## src/rtl/cpu_pkg.sv

```systemverilog
// cpu_pkg -- shared definitions for the ALU instruction control sequencer.
//
// Holds the sequencer state enum, the opcode encodings, the IR field bit
// positions and the registered control-word struct used by alu_ctrl_seq.
//
// Build option: ALU_CTRL_SEQ_MULDIV_EN adds the T6 state, the mul/div
// opcodes and the LO/HI/ZHigh strobes to the control word.
package cpu_pkg;

    localparam int IR_W = 32;
    localparam int NREG = 16;

    // IR field positions
    localparam int OP_HI = 31;
    localparam int OP_LO = 27;
    localparam int RA_HI = 26;
    localparam int RA_LO = 23;
    localparam int RB_HI = 22;
    localparam int RB_LO = 19;
    localparam int RC_HI = 18;
    localparam int RC_LO = 15;

    // Register-register ALU class: 00011 .. 01011 inclusive
    localparam logic [4:0] OP_ADD  = 5'b00011;
    localparam logic [4:0] OP_SUB  = 5'b00100;
    localparam logic [4:0] OP_AND  = 5'b00101;
    localparam logic [4:0] OP_OR   = 5'b00110;
    localparam logic [4:0] OP_ROR  = 5'b00111;
    localparam logic [4:0] OP_ROL  = 5'b01000;
    localparam logic [4:0] OP_SHR  = 5'b01001;
    localparam logic [4:0] OP_SHRA = 5'b01010;
    localparam logic [4:0] OP_SHL  = 5'b01011;
`ifdef ALU_CTRL_SEQ_MULDIV_EN
    localparam logic [4:0] OP_MUL  = 5'b01111;
    localparam logic [4:0] OP_DIV  = 5'b10000;
`endif

    typedef enum logic [3:0] {
        S_IDLE,
        S_T0,
        S_T1,
        S_T2,
        S_T3,
        S_T4,
        S_T5,
`ifdef ALU_CTRL_SEQ_MULDIV_EN
        S_T6,
`endif
        S_DONE
    } state_t;

    typedef struct packed {
        logic [4:0] op;
        logic [3:0] ra;
        logic [3:0] rb;
        logic [3:0] rc;
    } ir_fields_t;

    // Registered control word; one flop per output strobe.
    typedef struct packed {
        logic            busy;
        logic            done;
        logic            illegal;
        logic            pc_out;
        logic            inc_pc;
        logic            mar_in;
        logic            read;
        logic            mdr_in;
        logic            mdr_out;
        logic            ir_in;
        logic            y_in;
        logic            z_in;
        logic            zlo_out;
`ifdef ALU_CTRL_SEQ_MULDIV_EN
        logic            lo_in;
        logic            hi_in;
        logic            zhi_out;
`endif
        logic [NREG-1:0] rin;
        logic [NREG-1:0] rout;
        logic [4:0]      opcode;
    } ctrl_t;

endpackage

```

## src/rtl/alu_ctrl_seq_if.sv

```systemverilog
// alu_ctrl_seq_if -- handshake and strobe bundle between the sequencer and
// its datapath.
//
//   inputs to sequencer : start, mem_ready, ir[31:0]
//   outputs             : busy, done, illegal, PCout, incPC, MARin, read,
//                         MDRin, MDRout, IRin, Yin, Zin, ZLowOut,
//                         Rin[15:0], Rout[15:0], opcode[4:0]
//   ALU_CTRL_SEQ_MULDIV_EN adds outputs LOin, HIin, ZHighOut.
//
// master: the side that issues instructions (datapath / bench)
// slave : the sequencer
interface alu_ctrl_seq_if;

    logic                        start;
    logic                        mem_ready;
    logic [cpu_pkg::IR_W-1:0]    ir;

    logic                        busy;
    logic                        done;
    logic                        illegal;
    logic                        PCout;
    logic                        incPC;
    logic                        MARin;
    logic                        read;
    logic                        MDRin;
    logic                        MDRout;
    logic                        IRin;
    logic                        Yin;
    logic                        Zin;
    logic                        ZLowOut;
`ifdef ALU_CTRL_SEQ_MULDIV_EN
    logic                        LOin;
    logic                        HIin;
    logic                        ZHighOut;
`endif
    logic [cpu_pkg::NREG-1:0]    Rin;
    logic [cpu_pkg::NREG-1:0]    Rout;
    logic [4:0]                  opcode;

    modport master (
        output start, mem_ready, ir,
        input  busy, done, illegal, PCout, incPC, MARin, read, MDRin, MDRout,
               IRin, Yin, Zin, ZLowOut, Rin, Rout, opcode
`ifdef ALU_CTRL_SEQ_MULDIV_EN
             , LOin, HIin, ZHighOut
`endif
    );

    modport slave (
        input  start, mem_ready, ir,
        output busy, done, illegal, PCout, incPC, MARin, read, MDRin, MDRout,
               IRin, Yin, Zin, ZLowOut, Rin, Rout, opcode
`ifdef ALU_CTRL_SEQ_MULDIV_EN
             , LOin, HIin, ZHighOut
`endif
    );

endinterface

```

## src/rtl/alu_ctrl_dec.sv

```systemverilog
// alu_ctrl_dec -- combinational instruction decode for alu_ctrl_seq.
//
//   f_i      : opcode / Ra / Rb / Rc fields of the instruction
//   legal_o  : opcode is one the sequencer can execute
//   muldiv_o : opcode is mul or div (ALU_CTRL_SEQ_MULDIV_EN builds only)
//   ra/rb/rc_oh_o : 4-to-16 one-hot register selects
module alu_ctrl_dec
    import cpu_pkg::*;
(
    input  ir_fields_t       f_i,
    output logic             legal_o,
`ifdef ALU_CTRL_SEQ_MULDIV_EN
    output logic             muldiv_o,
`endif
    output logic [NREG-1:0]  ra_oh_o,
    output logic [NREG-1:0]  rb_oh_o,
    output logic [NREG-1:0]  rc_oh_o
);

    function automatic logic [NREG-1:0] onehot(input logic [3:0] idx);
        onehot      = '0;
        onehot[idx] = 1'b1;
    endfunction

    logic rr;

    always_comb begin
        rr = 1'b0;
        case (f_i.op)
            OP_ADD, OP_SUB, OP_AND, OP_OR, OP_ROR,
            OP_ROL, OP_SHR, OP_SHRA, OP_SHL: rr = 1'b1;
            default:                         rr = 1'b0;
        endcase
    end

`ifdef ALU_CTRL_SEQ_MULDIV_EN
    assign muldiv_o = (f_i.op == OP_MUL) || (f_i.op == OP_DIV);
    assign legal_o  = rr | muldiv_o;
`else
    assign legal_o  = rr;
`endif

    assign ra_oh_o = onehot(f_i.ra);
    assign rb_oh_o = onehot(f_i.rb);
    assign rc_oh_o = onehot(f_i.rc);

endmodule

```

## src/rtl/alu_ctrl_seq.sv

```systemverilog
// alu_ctrl_seq -- Moore control sequencer for one register-register ALU
// instruction: fetch (T0-T2), operand/ALU steps (T3-T5), DONE.
//
// Ports:
//   clock : system clock, rising edge
//   clear : asynchronous active-high reset (forces IDLE, outputs to 0)
//   bus   : alu_ctrl_seq_if.slave -- start/mem_ready/ir in, strobes out
//
// Build option: ALU_CTRL_SEQ_MULDIV_EN enables mul/div (opcodes 01111,
// 10000) with a T6 step that moves the high half of Z into HI.
//
// Every output is a flop loaded from a decode of the next state, so the
// outputs line up with the present state while no input reaches an output
// without passing through a register.
module alu_ctrl_seq
    import cpu_pkg::*;
(
    input  logic          clock,
    input  logic          clear,
    alu_ctrl_seq_if.slave bus
);

    state_t           state_q, state_d;
    ctrl_t            ctrl_q, ctrl_d;
    ir_fields_t       fld_live, fld_q, fld;
    logic             legal;
    logic [NREG-1:0]  ra_oh, rb_oh, rc_oh;
`ifdef ALU_CTRL_SEQ_MULDIV_EN
    logic             muldiv;
`endif
    logic             unused_ir_bits;

    assign fld_live = '{op: bus.ir[OP_HI:OP_LO],
                        ra: bus.ir[RA_HI:RA_LO],
                        rb: bus.ir[RB_HI:RB_LO],
                        rc: bus.ir[RC_HI:RC_LO]};
    assign unused_ir_bits = ^bus.ir[RC_LO-1:0];

    // T3's strobes are loaded on the T2->T3 edge, so the decode looks at ir
    // directly while in T2 and at the copy captured on that same edge for
    // the rest of the instruction. ir must therefore hold the instruction by
    // the end of T2; later changes on ir cannot split one instruction
    // between two decodes.
    assign fld = (state_q == S_T2) ? fld_live : fld_q;

    always_ff @(posedge clock or posedge clear) begin
        if (clear)
            fld_q <= '0;
        else if (state_q == S_T2)
            fld_q <= fld_live;
    end

    alu_ctrl_dec u_dec (
        .f_i      (fld),
        .legal_o  (legal),
`ifdef ALU_CTRL_SEQ_MULDIV_EN
        .muldiv_o (muldiv),
`endif
        .ra_oh_o  (ra_oh),
        .rb_oh_o  (rb_oh),
        .rc_oh_o  (rc_oh)
    );

    // ---------------------------------------------------------------- state
    always_ff @(posedge clock or posedge clear) begin
        if (clear)
            state_q <= S_IDLE;
        else
            state_q <= state_d;
    end

    always_comb begin
        state_d = state_q;
        case (state_q)
            S_IDLE: if (bus.start) state_d = S_T0;
            S_T0:   state_d = S_T1;
            S_T1:   if (bus.mem_ready) state_d = S_T2;
            S_T2:   state_d = S_T3;
            S_T3:   state_d = legal ? S_T4 : S_DONE;
            S_T4:   state_d = S_T5;
`ifdef ALU_CTRL_SEQ_MULDIV_EN
            S_T5:   state_d = muldiv ? S_T6 : S_DONE;
            S_T6:   state_d = S_DONE;
`else
            S_T5:   state_d = S_DONE;
`endif
            S_DONE: state_d = S_IDLE;
            default: state_d = S_IDLE;
        endcase
    end

    // ------------------------------------------------------- output decode
    always_comb begin
        ctrl_d        = '0;
        ctrl_d.opcode = ctrl_q.opcode;   // held between T4 visits
        ctrl_d.busy   = (state_d != S_IDLE);
        case (state_d)
            S_T0: begin
                ctrl_d.pc_out = 1'b1;
                ctrl_d.mar_in = 1'b1;
                ctrl_d.inc_pc = 1'b1;
            end
            S_T1: begin
                ctrl_d.read   = 1'b1;
                ctrl_d.mdr_in = 1'b1;
            end
            S_T2: begin
                ctrl_d.mdr_out = 1'b1;
                ctrl_d.ir_in   = 1'b1;
            end
            S_T3: begin
                // An unsupported opcode still spends one cycle in T3 (for
                // the decode) but drives nothing onto the bus.
                if (legal) begin
                    ctrl_d.rout = rb_oh;
                    ctrl_d.y_in = 1'b1;
                end
            end
            S_T4: begin
                ctrl_d.rout   = rc_oh;
                ctrl_d.z_in   = 1'b1;
                ctrl_d.opcode = fld.op;
            end
            S_T5: begin
                ctrl_d.zlo_out = 1'b1;
`ifdef ALU_CTRL_SEQ_MULDIV_EN
                if (muldiv)
                    ctrl_d.lo_in = 1'b1;
                else
                    ctrl_d.rin = ra_oh;
`else
                ctrl_d.rin = ra_oh;
`endif
            end
`ifdef ALU_CTRL_SEQ_MULDIV_EN
            S_T6: begin
                ctrl_d.zhi_out = 1'b1;
                ctrl_d.hi_in   = 1'b1;
            end
`endif
            S_DONE: begin
                ctrl_d.done    = 1'b1;
                // The only path T3 -> DONE is the illegal-opcode exit.
                ctrl_d.illegal = (state_q == S_T3);
            end
            default: ;
        endcase
    end

    always_ff @(posedge clock or posedge clear) begin
        if (clear)
            ctrl_q <= '0;
        else
            ctrl_q <= ctrl_d;
    end

    assign bus.busy    = ctrl_q.busy;
    assign bus.done    = ctrl_q.done;
    assign bus.illegal = ctrl_q.illegal;
    assign bus.PCout   = ctrl_q.pc_out;
    assign bus.incPC   = ctrl_q.inc_pc;
    assign bus.MARin   = ctrl_q.mar_in;
    assign bus.read    = ctrl_q.read;
    assign bus.MDRin   = ctrl_q.mdr_in;
    assign bus.MDRout  = ctrl_q.mdr_out;
    assign bus.IRin    = ctrl_q.ir_in;
    assign bus.Yin     = ctrl_q.y_in;
    assign bus.Zin     = ctrl_q.z_in;
    assign bus.ZLowOut = ctrl_q.zlo_out;
`ifdef ALU_CTRL_SEQ_MULDIV_EN
    assign bus.LOin     = ctrl_q.lo_in;
    assign bus.HIin     = ctrl_q.hi_in;
    assign bus.ZHighOut = ctrl_q.zhi_out;
`endif
    assign bus.Rin     = ctrl_q.rin;
    assign bus.Rout    = ctrl_q.rout;
    assign bus.opcode  = ctrl_q.opcode;

endmodule

```

## src/flat_wrapper.sv

```systemverilog
// flat-port wrapper written by rule: the top's interface ports become plain ports
module alu_ctrl_seq_flat import cpu_pkg::*;
  (clock, clear, bus_start, bus_mem_ready, bus_ir, bus_busy, bus_done, bus_illegal, bus_PCout, bus_incPC, bus_MARin, bus_read, bus_MDRin, bus_MDRout, bus_IRin, bus_Yin, bus_Zin, bus_ZLowOut, bus_Rin, bus_Rout, bus_opcode);
  alu_ctrl_seq_if bus_i ();
  input  logic clock;
  input  logic clear;
  input wire logic [$bits(bus_i.start)-1:0] bus_start;
  input wire logic [$bits(bus_i.mem_ready)-1:0] bus_mem_ready;
  input wire logic [$bits(bus_i.ir)-1:0] bus_ir;
  output wire logic [$bits(bus_i.busy)-1:0] bus_busy;
  output wire logic [$bits(bus_i.done)-1:0] bus_done;
  output wire logic [$bits(bus_i.illegal)-1:0] bus_illegal;
  output wire logic [$bits(bus_i.PCout)-1:0] bus_PCout;
  output wire logic [$bits(bus_i.incPC)-1:0] bus_incPC;
  output wire logic [$bits(bus_i.MARin)-1:0] bus_MARin;
  output wire logic [$bits(bus_i.read)-1:0] bus_read;
  output wire logic [$bits(bus_i.MDRin)-1:0] bus_MDRin;
  output wire logic [$bits(bus_i.MDRout)-1:0] bus_MDRout;
  output wire logic [$bits(bus_i.IRin)-1:0] bus_IRin;
  output wire logic [$bits(bus_i.Yin)-1:0] bus_Yin;
  output wire logic [$bits(bus_i.Zin)-1:0] bus_Zin;
  output wire logic [$bits(bus_i.ZLowOut)-1:0] bus_ZLowOut;
  output wire logic [$bits(bus_i.Rin)-1:0] bus_Rin;
  output wire logic [$bits(bus_i.Rout)-1:0] bus_Rout;
  output wire logic [$bits(bus_i.opcode)-1:0] bus_opcode;
  assign bus_i.start = bus_start;
  assign bus_i.mem_ready = bus_mem_ready;
  assign bus_i.ir = bus_ir;
  assign bus_busy = bus_i.busy;
  assign bus_done = bus_i.done;
  assign bus_illegal = bus_i.illegal;
  assign bus_PCout = bus_i.PCout;
  assign bus_incPC = bus_i.incPC;
  assign bus_MARin = bus_i.MARin;
  assign bus_read = bus_i.read;
  assign bus_MDRin = bus_i.MDRin;
  assign bus_MDRout = bus_i.MDRout;
  assign bus_IRin = bus_i.IRin;
  assign bus_Yin = bus_i.Yin;
  assign bus_Zin = bus_i.Zin;
  assign bus_ZLowOut = bus_i.ZLowOut;
  assign bus_Rin = bus_i.Rin;
  assign bus_Rout = bus_i.Rout;
  assign bus_opcode = bus_i.opcode;
  alu_ctrl_seq u_core (.clock(clock), .clear(clear), .bus(bus_i));
endmodule
```

## config.mk

```make
export PLATFORM = sky130hd
export DESIGN_NAME = alu_ctrl_seq_flat
export DESIGN_NICKNAME = d
export VERILOG_FILES = /design/src/rtl/cpu_pkg.sv /design/src/rtl/alu_ctrl_seq_if.sv /design/src/rtl/alu_ctrl_dec.sv /design/src/rtl/alu_ctrl_seq.sv /design/src/flat_wrapper.sv
export SDC_FILE = /design/constraint.sdc
export NUM_CORES = 1
export LEC_CHECK = 0
export CAP_MARGIN = 20
export CORE_MARGIN = 3
export CORE_UTILIZATION = 45
export DETAILED_ROUTE_END_ITERATION = 10
export PLACE_DENSITY = 0.76
export SLEW_MARGIN = 5
export SYNTH_ARGS = -nofsm -noshare
export SYNTH_HDL_FRONTEND = slang
export SYNTH_HIERARCHICAL = 1
export SYNTH_SLANG_ARGS = --single-unit
```

## constraint.sdc

```tcl
create_clock -name clock -period 2.7 [get_ports clock]
set_input_delay 0.54 -clock clock [delete_from_list [all_inputs] [get_ports clock]]
set_output_delay 0.54 -clock clock [all_outputs]
set_load 0.03 [all_outputs]
```

; ---- Word-level counts from Yosys, hierarchy flattened
; Memory sizes are Yosys's and may differ from the RTL's.
; Index checks and enable logic that the tools add are counted.
[totals]
regBits = 71
latch_bits = 0
mem_bits_rw = 0
rom_bits = 16
inputBits = 36
out_inout_bits = 50
wordCells = 68
mem_count = 1
[memory_table]
columns = name, words, width, read_ports, rd_ports_with_merged_regs, write_ports, line_no
row1 = (no name shown), 16, 1, 1, 0, 0, alu_ctrl_dec.sv:29  ; case (f_i.op)
[op_classes]
n_addsub = 0
mul = 0
div = 0
magnitude_cmp = 6
eq_ne = 13
shifts = 0
n_mux = 22
n_bitwise = 0
reduce_logical = 5
[ops]
columns = op, count
row1 = $mux W17, 2
row2 = $pmux W16 S2, 1
row3 = $eq A4 B3 Y1 const B, 7
row4 = $pmux W4 S7, 1
row5 = $eq A4 B2 Y1 const B, 4
row6 = $mux W16, 1
row7 = $lt A4 B5 Y1 const B, 3
row8 = $demux W1 S4, 3
row9 = $ge A4 B1 Y1 const B, 3
row10 = $eq A4 B1 Y1 const B, 2
row11 = $mux W2, 4
row12 = $mux W4, 2
row13 = $mux W1, 7
row14 = $logic_not A4 Y1, 1
row15 = $reduce_bool A4 Y1, 1
row16 = $logic_and A1 B1 Y1, 3
row17 = $mux W3, 1

; ---- Logic depth before layout (Yosys ltp)
[depth]
ltp_word = 8
depth_mapped = 11
mapped_depth_nobuf = 7

; ---- Cells and area by module
; The synthesis kept the hierarchy.
[modules_own_cells]
columns = mod, instances, cells_each, area_per_inst_um2, seq_area_each_um2
row1 = alu_ctrl_seq, 1, 259, 3039.2, 1676.6
row2 = alu_ctrl_dec, 1, 68, 390.4, 0.0

; ---- Least setup slack after synthesis
; Ideal clock, no wire load.
[synth_timing]
path_kind = register to register
startpoint = reg u_core.state_q[3]
endpoint = reg u_core.ctrl_q (netlist bit u_core/bus.Rout[10])
setup_time_ns = 0.082
t_arrival_ns = 2.457
t_required_ns = 2.618
slack_ns = 0.161
path_stages_with_launch = 11
n_path_buf = 4
synth_period_minus_slack_ns = 2.539
path_cell_list = dfrtp_1 buf_4 nor4bb_4 buf_6 mux2_4 a211oi_1 buf_2 buf_2 nand2_1 or3_1 a31oi_1
[synth_rtl]
columns = item, line_no
row1 = "start, declared", alu_ctrl_seq.sv:23  ; state_t state_q, state_d;
row2 = "start signal, assigned", alu_ctrl_seq.sv:69  ; state_q <= state_d;
row3 = "end signal, assigned", alu_ctrl_seq.sv:154  ; ctrl_q <= ctrl_d;
row4 = "end, declared", alu_ctrl_seq.sv:24  ; ctrl_t ctrl_q, ctrl_d;

==> impl_metrics.csv <==
group,metric,value,unit
clocking,hold_buffers,0,
power_and_ir_drop,p_int,2.00,mW
min_path,min_delay_worst_endpoint,"u_core/fld_q[13]$_DFF_PP0_",
clocking,numCtsBuffers,9,
global_route,grt_pass1_vias,2452,
synth,netlist_area,3430,sq um
power_and_ir_drop,pwr-share-seq,0.381,
floorplan,io_pins,86,
timing,setup_violations,0,
clocking,root_buffer,"clkbuf_8",
placed_design,place.gp.congestion,0.797,
worst_setup_path,path_delay_family,"simple AND/OR/NAND/NOR gates",
worst_setup_path,cp_data_required_time,2930,ps
synth,yosysMostFrequentCell,"dfrtp_1",
synth,synth_top_area_share,0.489,
synth,synth-seq-cells,67,
worst_setup_path,rr_worst_depth,6,
floorplan,die_w,93.3,um
routing,dr.pass1.iters,5,
final_layout,final_net_count,429,
clocking,path_clk_slew,70,ps
power_and_ir_drop,power_switching,1.05,mW
floorplan,die_h,93.3,um
placed_design,place_hpwl,4920,um
worst_setup_path,arrival,2830,ps
routing,ant_nets,0,
clocking,clock_path_buffers,2,
worst_setup_path,startpoint_type,"register",
global_route,grt.overflow.total,0,
final_layout,area_growth_syn_to_layout,28.5,%
floorplan,num_rows,31,
clocking,cts_tree,"built",
power_and_ir_drop,vdd_ir_drop_max,358,uV
synth,synth_area_leader_cell,"dfrtp_1",
synth,synth_common_cells,"dfrtp_1 (67), nand2_1 (38), nor2_1 (30)",
final_layout,drive_gt1_frac,0.209,
synth,synth-main-ff-cell,"dfrtp_1",
timing,tightest_slew,752,ps
job,maxCapViolCount,0,
floorplan,die_area,8700,sq um
worst_setup_path,timing.rr.start,"u_core/state_q[3]$_DFF_PP0_",
worst_setup_path,critPathMaxStageDelay,480,ps
power_and_ir_drop,switching_share,0.344,
timing,period_share,0.962,
timing,setup_tns,0,ps
synth,synth_area_per_cell,10.5,sq um
final_layout,diodes,0,
synth,ys_seq_area_frac,0.489,
synth,ys_async_sr_fraction,1.00,
global_route,grt_pass1_wl,12000,um
min_path,whs_path_depth,1,
timing,fin_skew,12.9,ps
global_route,grtUsageTotal,0.178,
synth,synthesis.nets,363,
clocking,cts.htree.levels,3,
synth,ys_types,34,
worst_setup_path,r2r_end,"u_core/bus.opcode[1]$_DFFE_PP0N_",
timing,relSlewSlack,0.498,
worst_setup_path,r2r_slack,100,ps
global_route,grt_max_degree,45,
routing,vias,2625,
worst_setup_path,cp_cell_sequence,"nor4bb_4 > buf_12 > mux2_4 > a211oi_4 > and3_1 > mux2_4",
timing,hold_viol,0,
clocking,clk_latency,340,ps
routing,totalWireLength,7230,um
worst_setup_path,slowest_stage,"and3_1",
routing,post_drt_wl_per_cell,14.5,um
min_path,worstHoldStart,"u_core/fld_q[13]$_DFF_PP0_",
worst_setup_path,critical_path_class,"register to register",
timing,min_period,2600,ps
worst_setup_path,path_max_fanout,18,
global_route,antenna_found_initial,0,
min_path,min_path_type,"register to register",
worst_setup_path,cp-end-kind,"register",
timing,fmax,385,MHz
synth,yosys_warnings,6,
worst_setup_path,path_common_cell,"mux2_4",
floorplan,coreArea,7330,sq um
routing,drt_iter0_markers,117,
placed_design,io_buffers,70,
worst_setup_path,cp_num_buf_inv,1,
power_and_ir_drop,clkPwrFrac,0.275,
routing,drc_errors,0,
synth,syn-instance-count,327,
timing,slew_violations,0,
power_and_ir_drop,p_leak,1.76,nW
routing,vias_per_cell,5.28,
power_and_ir_drop,powerDensity,690,nW/um^2
timing,rsz0062_at_grt,"false",
synth,ys_top_cells_by_area,"dfrtp_1 (49%), mux2_2 (9.2%), mux2_4 (4.8%)",
power_and_ir_drop,comb_power_share,0.344,
synth,synth-edff-count,0,
clocking,cts.sinks,67,
floorplan,initial_core_util,0.468,
power_and_ir_drop,finalPower,3.04,mW
run_status,outcome,"complete, no violations",
flip-flops by register name, summed over array words and instances (netlist names):
signal              count
u_core/bus.incPC        1
u_core/bus.done         1
u_core/bus.opcode       5
u_core/bus.Zin          1
u_core/state_q          4
u_core/bus.busy         1
u_core/bus.ZLowOut      1
u_core/bus.MDRin        1
u_core/bus.illegal      1
u_core/fld_q           17
u_core/bus.IRin         1
u_core/bus.Rout        16
u_core/bus.Yin          1
u_core/bus.Rin         16
final cells by class:
type / instances / area [sq um]
clock buffer: 10 / 138
clock inverter: 6 / 65.1
timing repair buffer: 81 / 812
tap: 99 / 124
sequential: 67 / 1680
fill: 594 / 2920
multi-input combinational: 232 / 1590
inverter: 2 / 7.51
worst max-delay path by stage:
stage          cells past startpoint                         from  slack, ps                                to
5_1_grt                            8  u_core/state_q[3]$_DFF_PP0_         20      u_core/bus.Rout[8]$_DFF_PP0_
4_1_cts                            8  u_core/state_q[3]$_DFF_PP0_         60     u_core/bus.Rout[12]$_DFF_PP0_
6_report                           6  u_core/state_q[3]$_DFF_PP0_        100  u_core/bus.opcode[1]$_DFFE_PP0N_
3_5_place_dp                       8  u_core/state_q[3]$_DFF_PP0_         80     u_core/bus.Rout[12]$_DFF_PP0_
3_3_place_gp                       8  u_core/state_q[3]$_DFF_PP0_        120     u_core/bus.Rout[12]$_DFF_PP0_
2_1_floorplan                     10  u_core/state_q[3]$_DFF_PP0_        160     u_core/bus.Rout[10]$_DFF_PP0_
metal layers:
metal / share of wire / global-route usage
met5: 0 / 0
met1: 0.45 / 0.241
met2: 0.48 / 0.272
met3: 0.052 / 0.0442
met4: 0.017 / 0.0733
power groups by stage:
stage / sequential [mW] / clock (mW) / combinational (mW)
2_1_floorplan: 1.20 / 0 / 0.731
3_3_place_gp: 1.17 / 0 / 0.987
3_5_place_dp: 1.18 / 0 / 1.01
4_1_cts: 1.16 / 0.861 / 1.02
5_1_grt: 1.17 / 0.911 / 1.16
6_report: 1.16 / 0.837 / 1.05
what timing repair did:
| item | in CTS | in global routing |
|---|---|---|
| buffers inserted | 0 | 0 |
| endpoints found under the hold margin | 0 | 0 |
| setup endpoints to repair | 0 | 16 |
| gates resized for setup | 0 | 3 |
kinds of logic after synthesis:
family | share of synthesized area
and+or+nand+nor | 0.270
DFF | 0.489
muxes | 0.140
buffers and inverters | 0.0529
AOI/OAI and AO/OA | 0.0471
other | 0.00109
through the flow:
| stage | std cells | utilization | hold WS, ps | setup slack [ps] | area (sq um) |
|---|---|---|---|---|---|
| detailed placement | 481 | 0.572 | 497 | 79.0 | 4190 |
| global placement | 481 | 0.572 | 486 | 121 | 4190 |
| finish | 497 | 0.601 | 513 | 102 | 4410 |
| global route | 497 | 0.601 | 532 | 24.7 | 4410 |
| CTS | 497 | 0.600 | 518 | 62.8 | 4400 |
| floorplan | 327 | - | 477 | 161 | 3430 |
placed cells by master (no fill, tap or decap), drive strengths merged:
master	count
bufinv	1
and4b	1
a211oi	2
o21a	1
nor3b	1
conb	1
nand2b	13
nand4bb	1
nand3b	1
nor2	31
nor4bb	1
nor3	19
inv	2
and2	17
a31oi	16
a311oi	1
clkinv	4
nand3	16
mux2	39
or3	16
nor2b	1
dfrtp	67
clkbuf	10
nor4	4
buf	11
clkdlybuf4s50	70
nand2	41
and3	4
a21oi	3
clkinvlp	1
a21o	2
Power figures use the tool's default switching activity.
